==> src/rtl/accel_sequencer.sv <==
// Polls a 3-axis accelerometer through a downstream I2C master: a one-time wake
// write, then a repeating pointer-set / 6-byte burst read loop with retry on timeout.
module accel_sequencer #(
  parameter logic [6:0] DEV_ADDR   = 7'h68,
  parameter int         SAMPLE_DIV = 100000,
  parameter int         TIMEOUT    = 20000
) (
  input  logic        clk,
  input  logic        rst,
  input  logic        enable,
  output logic [6:0]  deviceAddr_d,
  output logic [7:0]  regAddr_d,
  output logic [2:0]  numBytes_d,
  output logic [47:0] dataIn_d,
  output logic        write_d,
  output logic        start,
  output logic        driverDisable,
  input  logic        done,
  input  logic [47:0] dataOut,
  output logic [15:0] accel_x,
  output logic [15:0] accel_y,
  output logic [15:0] accel_z,
  output logic        sample_valid,
  output logic [7:0]  err_count,
  output logic        busy
);

  typedef enum logic [2:0] {
    OFF, INIT, INIT_W, PTR, PTR_W, READ, READ_W, GAP
  } state_t;

  localparam logic [15:0] TIMER_LAST = 16'(TIMEOUT - 1);
  localparam logic [31:0] GAP_LAST   = 32'(SAMPLE_DIV - 1);

  state_t      state_reg;
  state_t      state_next;
  logic [15:0] timer_reg;
  logic [31:0] gap_reg;
  logic        timeout;
  logic        in_wait;
  logic        next_wait;

  assign in_wait   = (state_reg == INIT_W) || (state_reg == PTR_W) || (state_reg == READ_W);
  assign next_wait = (state_next == INIT_W) || (state_next == PTR_W) || (state_next == READ_W);
  assign start     = 1'b0;
  assign busy      = (state_reg != OFF);

  always_comb begin
    state_next = state_reg;
    timeout    = 1'b0;
    case (state_reg)
      OFF:  if (enable) state_next = INIT;
      INIT: state_next = INIT_W;
      PTR:  state_next = PTR_W;
      READ: state_next = READ_W;
      INIT_W, PTR_W, READ_W: begin
        // done beats a coincident timeout; a dropped enable ends the run after this transaction
        if (done) begin
          if (!enable) begin
            state_next = OFF;
          end else begin
            case (state_reg)
              INIT_W:  state_next = PTR;
              PTR_W:   state_next = READ;
              default: state_next = GAP;
            endcase
          end
        end else if (timer_reg == TIMER_LAST) begin
          timeout = 1'b1;
          if (!enable) begin
            state_next = OFF;
          end else begin
            case (state_reg)
              INIT_W:  state_next = INIT;
              PTR_W:   state_next = PTR;
              default: state_next = READ;
            endcase
          end
        end
      end
      GAP: begin
        if (gap_reg == GAP_LAST) state_next = enable ? PTR : OFF;
      end
      default: state_next = OFF;
    endcase
  end

  always_ff @(posedge clk or negedge rst) begin
    if (!rst) begin
      state_reg     <= OFF;
      driverDisable <= 1'b1;
      timer_reg     <= '0;
      gap_reg       <= '0;
      deviceAddr_d  <= '0;
      regAddr_d     <= '0;
      numBytes_d    <= '0;
      dataIn_d      <= '0;
      write_d       <= 1'b0;
      accel_x       <= '0;
      accel_y       <= '0;
      accel_z       <= '0;
      sample_valid  <= 1'b0;
      err_count     <= '0;
    end else begin
      state_reg <= state_next;
      // Registered from the next state so the master is released only while waiting
      driverDisable <= !next_wait;
      timer_reg     <= (in_wait && state_next == state_reg) ? timer_reg + 16'd1 : '0;
      gap_reg       <= (state_reg == GAP && state_next == GAP) ? gap_reg + 32'd1 : '0;

      case (state_next)
        INIT: begin
          deviceAddr_d <= DEV_ADDR;
          regAddr_d    <= 8'h6B;
          numBytes_d   <= 3'd1;
          dataIn_d     <= '0;
          write_d      <= 1'b1;
        end
        PTR: begin
          deviceAddr_d <= DEV_ADDR;
          regAddr_d    <= 8'h3B;
          numBytes_d   <= 3'd0;
          dataIn_d     <= '0;
          write_d      <= 1'b1;
        end
        READ: begin
          deviceAddr_d <= DEV_ADDR;
          regAddr_d    <= 8'h3B;
          numBytes_d   <= 3'd6;
          dataIn_d     <= '0;
          write_d      <= 1'b0;
        end
        default: ;
      endcase

      sample_valid <= (state_reg == READ_W) && done;
      if (state_reg == READ_W && done) begin
        accel_x <= {dataOut[7:0],   dataOut[15:8]};
        accel_y <= {dataOut[23:16], dataOut[31:24]};
        accel_z <= {dataOut[39:32], dataOut[47:40]};
      end

      if (timeout && err_count != 8'hFF) err_count <= err_count + 8'd1;
    end
  end

endmodule

==> config.mk <==
export PLATFORM = sky130hd
export DESIGN_NAME = accel_sequencer
export DESIGN_NICKNAME = d
export VERILOG_FILES = /design/src/rtl/accel_sequencer.sv
export SDC_FILE = /design/constraint.sdc
export NUM_CORES = 1
export LEC_CHECK = 0
export CAP_MARGIN = 10
export CORE_ASPECT_RATIO = 1.25
export CORE_MARGIN = 1.5
export CORE_UTILIZATION = 42
export CTS_CLUSTER_DIAMETER = 80
export DETAILED_ROUTE_END_ITERATION = 10
export PLACE_DENSITY_LB_ADDON = 0.2
export REMOVE_ABC_BUFFERS = 1
export SYNTH_ARGS = -nofsm -noshare
export SYNTH_HDL_FRONTEND = slang
export SYNTH_SLANG_ARGS = --single-unit
==> constraint.sdc <==
create_clock -name clk -period 2.63 [get_ports clk]
set_clock_uncertainty 0.15 [all_clocks]
set_input_delay 0.789 -clock clk [delete_from_list [all_inputs] [get_ports clk]]
set_output_delay 0.789 -clock clk [all_outputs]
set_load 0.01 [all_outputs]
==> results of run 1 <==
## cell usage after synthesis, drive strengths merged, types with 4 or more instances
library cell,n,area share [%]
a21oi,5,0.53
and3,9,1.0
and4,7,1.1
buf,69,9.3
clkbuf,14,0.96
dfrtp,113,52
inv,11,0.76
nand2,165,11
nand3,20,1.8
nand4,12,1.4
nor2,55,3.8
nor4,7,0.80
o21ai,6,0.55
or2,4,0.50
or3,4,0.46
xnor2,18,2.9
xor2,30,4.8
## layer usage
layer,global-route usage [%],vias up,part of all wire (%)
met3,5.060,39,4.0
met5,0,-,0
met1,21.43,2074,39
met2,33.03,126,52
met4,12.81,0,4.6
li1,-,2055,-
## layout make-up
type                            instances  share of cell area (%)
Multi-Input combinational cell        430                   30.31
Tap cell                              168                   2.819
Clock buffer                           23                   6.410
Clock inverter                          9                   1.728
Timing Repair Buffer                  152                   19.89
Inverter                               11                  0.5538
Sequential cell                       114                   38.30
## worst max-delay path by stage
stage,to,slack (ps),depth (start not counted)
3_3_place_gp,regAddr_d[4],-40,8
3_5_place_dp,regAddr_d[4],-70,8
2_1_floorplan,accel_x[0],-780,4
4_1_cts,regAddr_d[4],-0.9,6
5_1_grt,regAddr_d[4],-50,6
6_report,regAddr_d[4],-3,6
## through the flow
step	util (%)	std cells	area (sq um)	TNS [ps]	power, W
2_1_floorplan	-	555	5102	-41160	0.003397
3_3_place_gp	53.62	874	6789	-63.81	0.004633
3_5_place_dp	53.62	874	6789	-100.6	0.004682
4_1_cts	58.51	906	7408	-0.9048	0.007069
5_1_grt	58.88	907	7456	-89.36	0.007461
6_report	58.88	907	7456	-2.578	0.007050
## power by group
part | switching [W] | internal, W
Combinational | 0.00113 | 0.00114
Sequential | 0.000261 | 0.00219
Clock | 0.000777 | 0.00156
## what timing repair did
| item | in CTS | in global routing |
|---|---|---|
| setup endpoints to repair | 3 | 3 |
| pin swaps | 0 | 4 |
| gates resized for setup | 4 | 7 |
| hold buffers | 0 | 0 |
| setup buffers | 0 | 1 |
## cell usage in the layout, fill, tap and decap left out, types with 3 or more instances in the layout
| cell type | n |
|---|---|
| a21oi_1 | 4 |
| and3_1 | 9 |
| and4_1 | 6 |
| buf_12 | 3 |
| buf_4 | 27 |
| bufinv_16 | 3 |
| clkbuf_1 | 3 |
| clkbuf_16 | 17 |
| clkbuf_8 | 3 |
| clkdlybuf4s50_1 | 121 |
| clkinv_2 | 3 |
| conb_1 | 55 |
| dfrtp_1 | 112 |
| ha_1 | 3 |
| inv_1 | 11 |
| nand2_1 | 165 |
| nand3_1 | 20 |
| nand4_1 | 12 |
| nor2_1 | 54 |
| nor4_1 | 7 |
| o21ai_0 | 5 |
| or3_1 | 4 |
| xnor2_1 | 18 |
| xor2_1 | 30 |
## kinds of logic after synthesis
group,Yosys count,share of synthesized area (%)
adder cells (fa/ha/maj),3,0.6878
XOR/XNOR,48,7.703
flip-flops,114,52.29
other,1,0.06871
multiplexers,3,0.5731
buffers and inverters,94,10.98
AO/OA/AOI/OAI,24,3.301
AND/OR/NAND/NOR,297,24.39
## worst register-to-register path, delay by kind of cell (launching register included)
| family | cells | cell delay [ps] |
|---|---|---|
| DFF | 1 | 380 |
| and+or+nand+nor | 3 | 1400 |
| AOI/OAI and AO/OA | 3 | 600 |
==> metrics.csv, run 1 <==
stage,metric,value,unit
final_layout,Largest register FFs,32,
final_layout,# fillers,1100,
worst_setup_path,critical-path cell list,or4_1 > or4_4 > o31ai_4 > o221ai_2 > or2_4 > o22a_1,
synthesis,Netlist cell types,46,
final_layout,Reg area,2855,sq um
timing,Final WS setup,-2.578,ps
route,initial DRC count,167,
clocking,clock-pin slew on the worst setup and hold paths,50,ps
global_route,first-pass GRT wire length,20470,um
timing,Final Hold Vio Count,0,
power_and_ir_drop,Max VDD drop,0.5613,mV
worst_setup_path,kind of cell adding the most delay to the critical path,simple AND/OR/NAND/NOR gates,
worst_hold_path,hold crit path type,in -> async,
synthesis,Post-Synthesis Mean Instance Area,9.345,sq um
placed_design,Final Wtd Congestion,0.8793,
final_layout,footprint of the multi-input gates,2260,sq um
timing,"Period Utilization, post-route",100.1,%
clocking,depth of the CTS H-tree,4,
synthesis,Synth Warn #,0,
placed_design,post-placement worst setup slack,-66.00,ps
worst_setup_path,R2R setup slack,-3,ps
die,CORE AREA,12660,sq um
die,Initial Utilization,43.10,%
timing,Tightest Pin Transition,513.8,ps
global_route,GRT Residual Overflow,0,
die,# rows,46,
synthesis,"Seq/Total Area, Yosys",52.29,%
clocking,root buf cell,clkbuf_16,
worst_setup_path,Reg2Reg Capture Point,regAddr_d[4],
status,failing checks,negative setup slack,
route,DRC errors left,0,
final_layout,share of cells above drive strength 1,10.28,%
die,die area,13690,sq um
synthesis,"Cell Area, Synth",5458,sq um
clocking,clk buf depth,2,
power_and_ir_drop,Leakage Power,3.500,nW
die,I/O pin total,179,
global_route,vias in the first global route,4252,
synthesis,"EDFF count, synth",0,
clocking,CTS Sinks,114,
status,status,"finished, violations left",
worst_setup_path,WP data required,2780,ps
route,Routed Antenna Nets,0,
power_and_ir_drop,Pwr Density,945.5,nW/um^2
global_route,antenna violations before repair,0,
clocking,clock latency on the worst-skew pair,410,ps
final_layout,Syn-to-layout area delta,36.61,%
clocking,TritonCTS buffer count,17,
worst_setup_path,worst path bufs/invs,0,
worst_setup_path,reg2reg start,gap_reg[6],
timing,fin crit period,2633,ps
synthesis,Post-Synthesis Cells,584,
synthesis,most common flop cell mapped by yosys,dfrtp_1,
global_route,largest net degree at the start of global routing,53,
flow_run,max cap viols,0,
worst_setup_path,crit path max-delay cell type,or4_4,
timing,hold slack,119.8,ps
timing,Finish-stage setup viols,1,
synthesis,Synth Register Bits,114,
worst_setup_path,CP max stage delay,610,ps
worst_setup_path,CP Launch Type,flip-flop,
placed_design,IO buf count,123,
worst_setup_path,crit path launch,gap_reg[6],
clocking,CTS tree,done,
placed_design,DP HPWL,8893,um
die,chip height,130.5,um
worst_setup_path,Worst Path Arrival,2780,ps
final_layout,fin nets,781,
final_layout,n_diodes,0,
route,DR pass1 iterations,4,
route,Detailed Route WL,12480,um
die,Die W,105.0,um
timing,Max Slew Vio Count,0,
timing,Achievable Freq,379.9,MHz
worst_setup_path,CP max FO,4,
worst_setup_path,Crit. End Element,flip-flop,
route,Vias/cell,4.734,
timing,setup repair after global routing missed its margin,true,
global_route,Global Route Usage Sum,19.32,%
worst_setup_path,kind of critical path,reg -> reg,
worst_setup_path,Worst R2R Path Depth,6,
route,vias,4294,
synthesis,"Async S/R FF share, synth",100.0,%
timing,Max-slew headroom,65.75,%
route,WL per Instance,13.76,um
Note: power is estimated with default switching activity, not from simulation.
==> inputs of run 2 (changes only) <==
SLEW_MARGIN = 30   (was default)
==> results of run 2 <==
The final DEF is identical to that of run 1; final timing and power are the same.
==> inputs of run 3 (changes only) <==
CORE_ASPECT_RATIO = 0.75   (was 1.25)
REMOVE_ABC_BUFFERS = default   (was 1)
==> metrics.csv, run 3 (synthesized netlist as in run 1, its figures left out) <==
stage,metric,value,unit,change
status,status,"finished, final reports clean",,
global_route,largest net degree at the start of global routing,50,,-5.7%
worst_setup_path,WP data required,2770,ps,about the same
worst_hold_path,hold crit path type,in -> async,,
route,Detailed Route WL,12070,um,-3.3%
die,Initial Utilization,43.73,%,+0.63 points
route,initial DRC count,249,,+49%
power_and_ir_drop,Pwr Density,965.4,nW/um^2,+2.1%
final_layout,Syn-to-layout area delta,37.64,%,
clocking,TritonCTS buffer count,17,,unchanged
worst_setup_path,CP max FO,4,,unchanged
timing,Achievable Freq,389.6,MHz,+2.6%
final_layout,share of cells above drive strength 1,10.30,%,+0.014 points
flow_run,max cap viols,0,,unchanged
final_layout,fin nets,780,,-0.13%
worst_setup_path,Worst Path Arrival,2710,ps,-70 ps
placed_design,IO buf count,123,,unchanged
timing,Max Slew Vio Count,0,,unchanged
global_route,antenna violations before repair,0,,unchanged
route,Vias/cell,4.691,,-0.91%
global_route,vias in the first global route,4039,,-5.0%
global_route,grt met1 use,25.20,%,+3.8 points
power_and_ir_drop,Max VDD drop,0.4321,mV,-23%
route,Routed Antenna Nets,0,,unchanged
clocking,root buf cell,clkbuf_16,,
timing,setup TNS,0,ps,+2.578 ps
route,DRC errors left,0,,unchanged
die,I/O pin total,179,,unchanged
global_route,Global Route Usage Sum,18.35,%,-0.96 points
global_route,gr busiest metal,met2,,
route,vias,4241,,-1.2%
worst_setup_path,kind of critical path,reg -> reg,,
die,die area,13690,sq um,about the same
timing,hold slack,181.6,ps,+61.80 ps
clocking,depth of the CTS H-tree,4,,unchanged
global_route,M3 GR Usage,5.105,%,+0.046 points
die,chip height,101.7,um,-22%
clocking,clk buf depth,2,,unchanged
global_route,GRT Residual Overflow,0,,unchanged
clocking,clock latency on the worst-skew pair,410,ps,about the same
final_layout,Final Cell Area,7512,sq um,+0.76%
timing,Finish-stage setup viols,0,,-1
final_layout,"leading cell types in the layout, fill and taps excluded","nand2_1 (165), clkdlybuf4s50_1 (121), dfrtp_1 (112), nor2_1 (55), conb_1 (55)",,
clocking,CTS tree,done,,
die,CORE AREA,12480,sq um,-1.4%
placed_design,"Cell Area, Placed",6792,sq um,about the same
final_layout,# fillers,1064,,-3.3%
global_route,first-pass GRT wire length,19600,um,-4.2%
clocking,clock-pin slew on the worst setup and hold paths,50,ps,about the same
clocking,CTS Sinks,114,,unchanged
placed_design,Final Wtd Congestion,0.8042,,-8.5%
final_layout,Largest register FFs,32,,unchanged
die,# rows,35,,-24%
route,DR pass1 iterations,5,,+1
final_layout,final non-filler cell total,904,,-0.33%
timing,"Period Utilization, post-route",97.59,%,-2.5 points
final_layout,"most common cell after layout, fill and taps aside",nand2_1,,
worst_setup_path,Crit. End Element,flip-flop,,
placed_design,DP HPWL,8419,um,-5.3%
timing,fin crit period,2567,ps,-65.83 ps
worst_setup_path,CP Launch Type,flip-flop,,
timing,Final Hold Vio Count,0,,unchanged
timing,setup repair after global routing missed its margin,true,,
power_and_ir_drop,Leakage Power,3.512,nW,+0.33%
die,Die W,134.6,um,+28%
final_layout,n_diodes,0,,unchanged
route,WL per Instance,13.35,um,-3.0%
global_route,M2 GR Usage,27.26,%,-5.8 points
placed_design,placed cell count,871,,-0.34%
## run 3: cell types whose count changed in the layout (fill, tap and decap cells not counted), sizes merged
cell      delta
clkbuf       -4
bufinv       +2
clkinv       -2
clkinvlp     +2
inv          +2
buf          -1
## run 3: report_power, final
group / leakage, nW / internal (W) / switching (W)
sequential: 1.50 / 0.00219 / 0.000244
combinational: 1.71 / 0.00116 / 0.00114
clock: 0.306 / 0.00171 / 0.000813
total: 3.51 / 0.00506 / 0.00219
## run 3: cell type report
cell class	instances	area, sq um	area share, %
Clock buffer	19	442.9	5.896
Clock inverter	13	207.7	2.765
Inverter	11	41.29	0.5496
Multi-Input combinational cell	430	2266	30.16
Sequential cell	114	2855	38.01
Tap cell	166	207.7	2.765
Timing Repair Buffer	151	1491	19.85
## run 3: worst paths after layout
path / from / to / slack [ps] / cells after the start
min reg2reg: gap_reg[0] / gap_reg[0] / 300 / 1
min in group clk: gap_reg[0] / gap_reg[0] / 300 / 1
min: rst / gap_reg[3] / 180 / 1
max reg2reg: gap_reg[14] / regAddr_d[5] / 60 / 6
max in group asynchronous: rst / accel_z[10] / 1540 / 2
max: gap_reg[14] / regAddr_d[5] / 60 / 6
## run 3: repair_timing
item	in CTS	in global routing
pin swaps	0	5
setup endpoints to repair	4	5
resized for setup	6	5
hold buffers	0	0
setup buffers	0	1
## run 3: worst max-delay path: stages (launching register included)
cell,delay [ps]
dfrtp_1,380
or4b_4,530
or4_4,610
o31ai_4,260
a21boi_4,260
a21oi_2,60
or2_1,210
## run 3: per-layer routing
metal	wire, um	up-vias
li1	-	2063
met1	5681	2038
met2	5637	122
met3	564	18
met4	182	0
met5	0	-
## run 3: stage by stage
step	setup WS (ps)	utilization, %	total power [W]
6_report	63.26	60.19	0.007252
3_3_place_gp	-53.07	54.42	0.004642
4_1_cts	10.89	59.85	0.007297
5_1_grt	-7.578	60.19	0.007691
2_1_floorplan	10.94	-	0.003540
3_5_place_dp	-148.7	54.42	0.004714
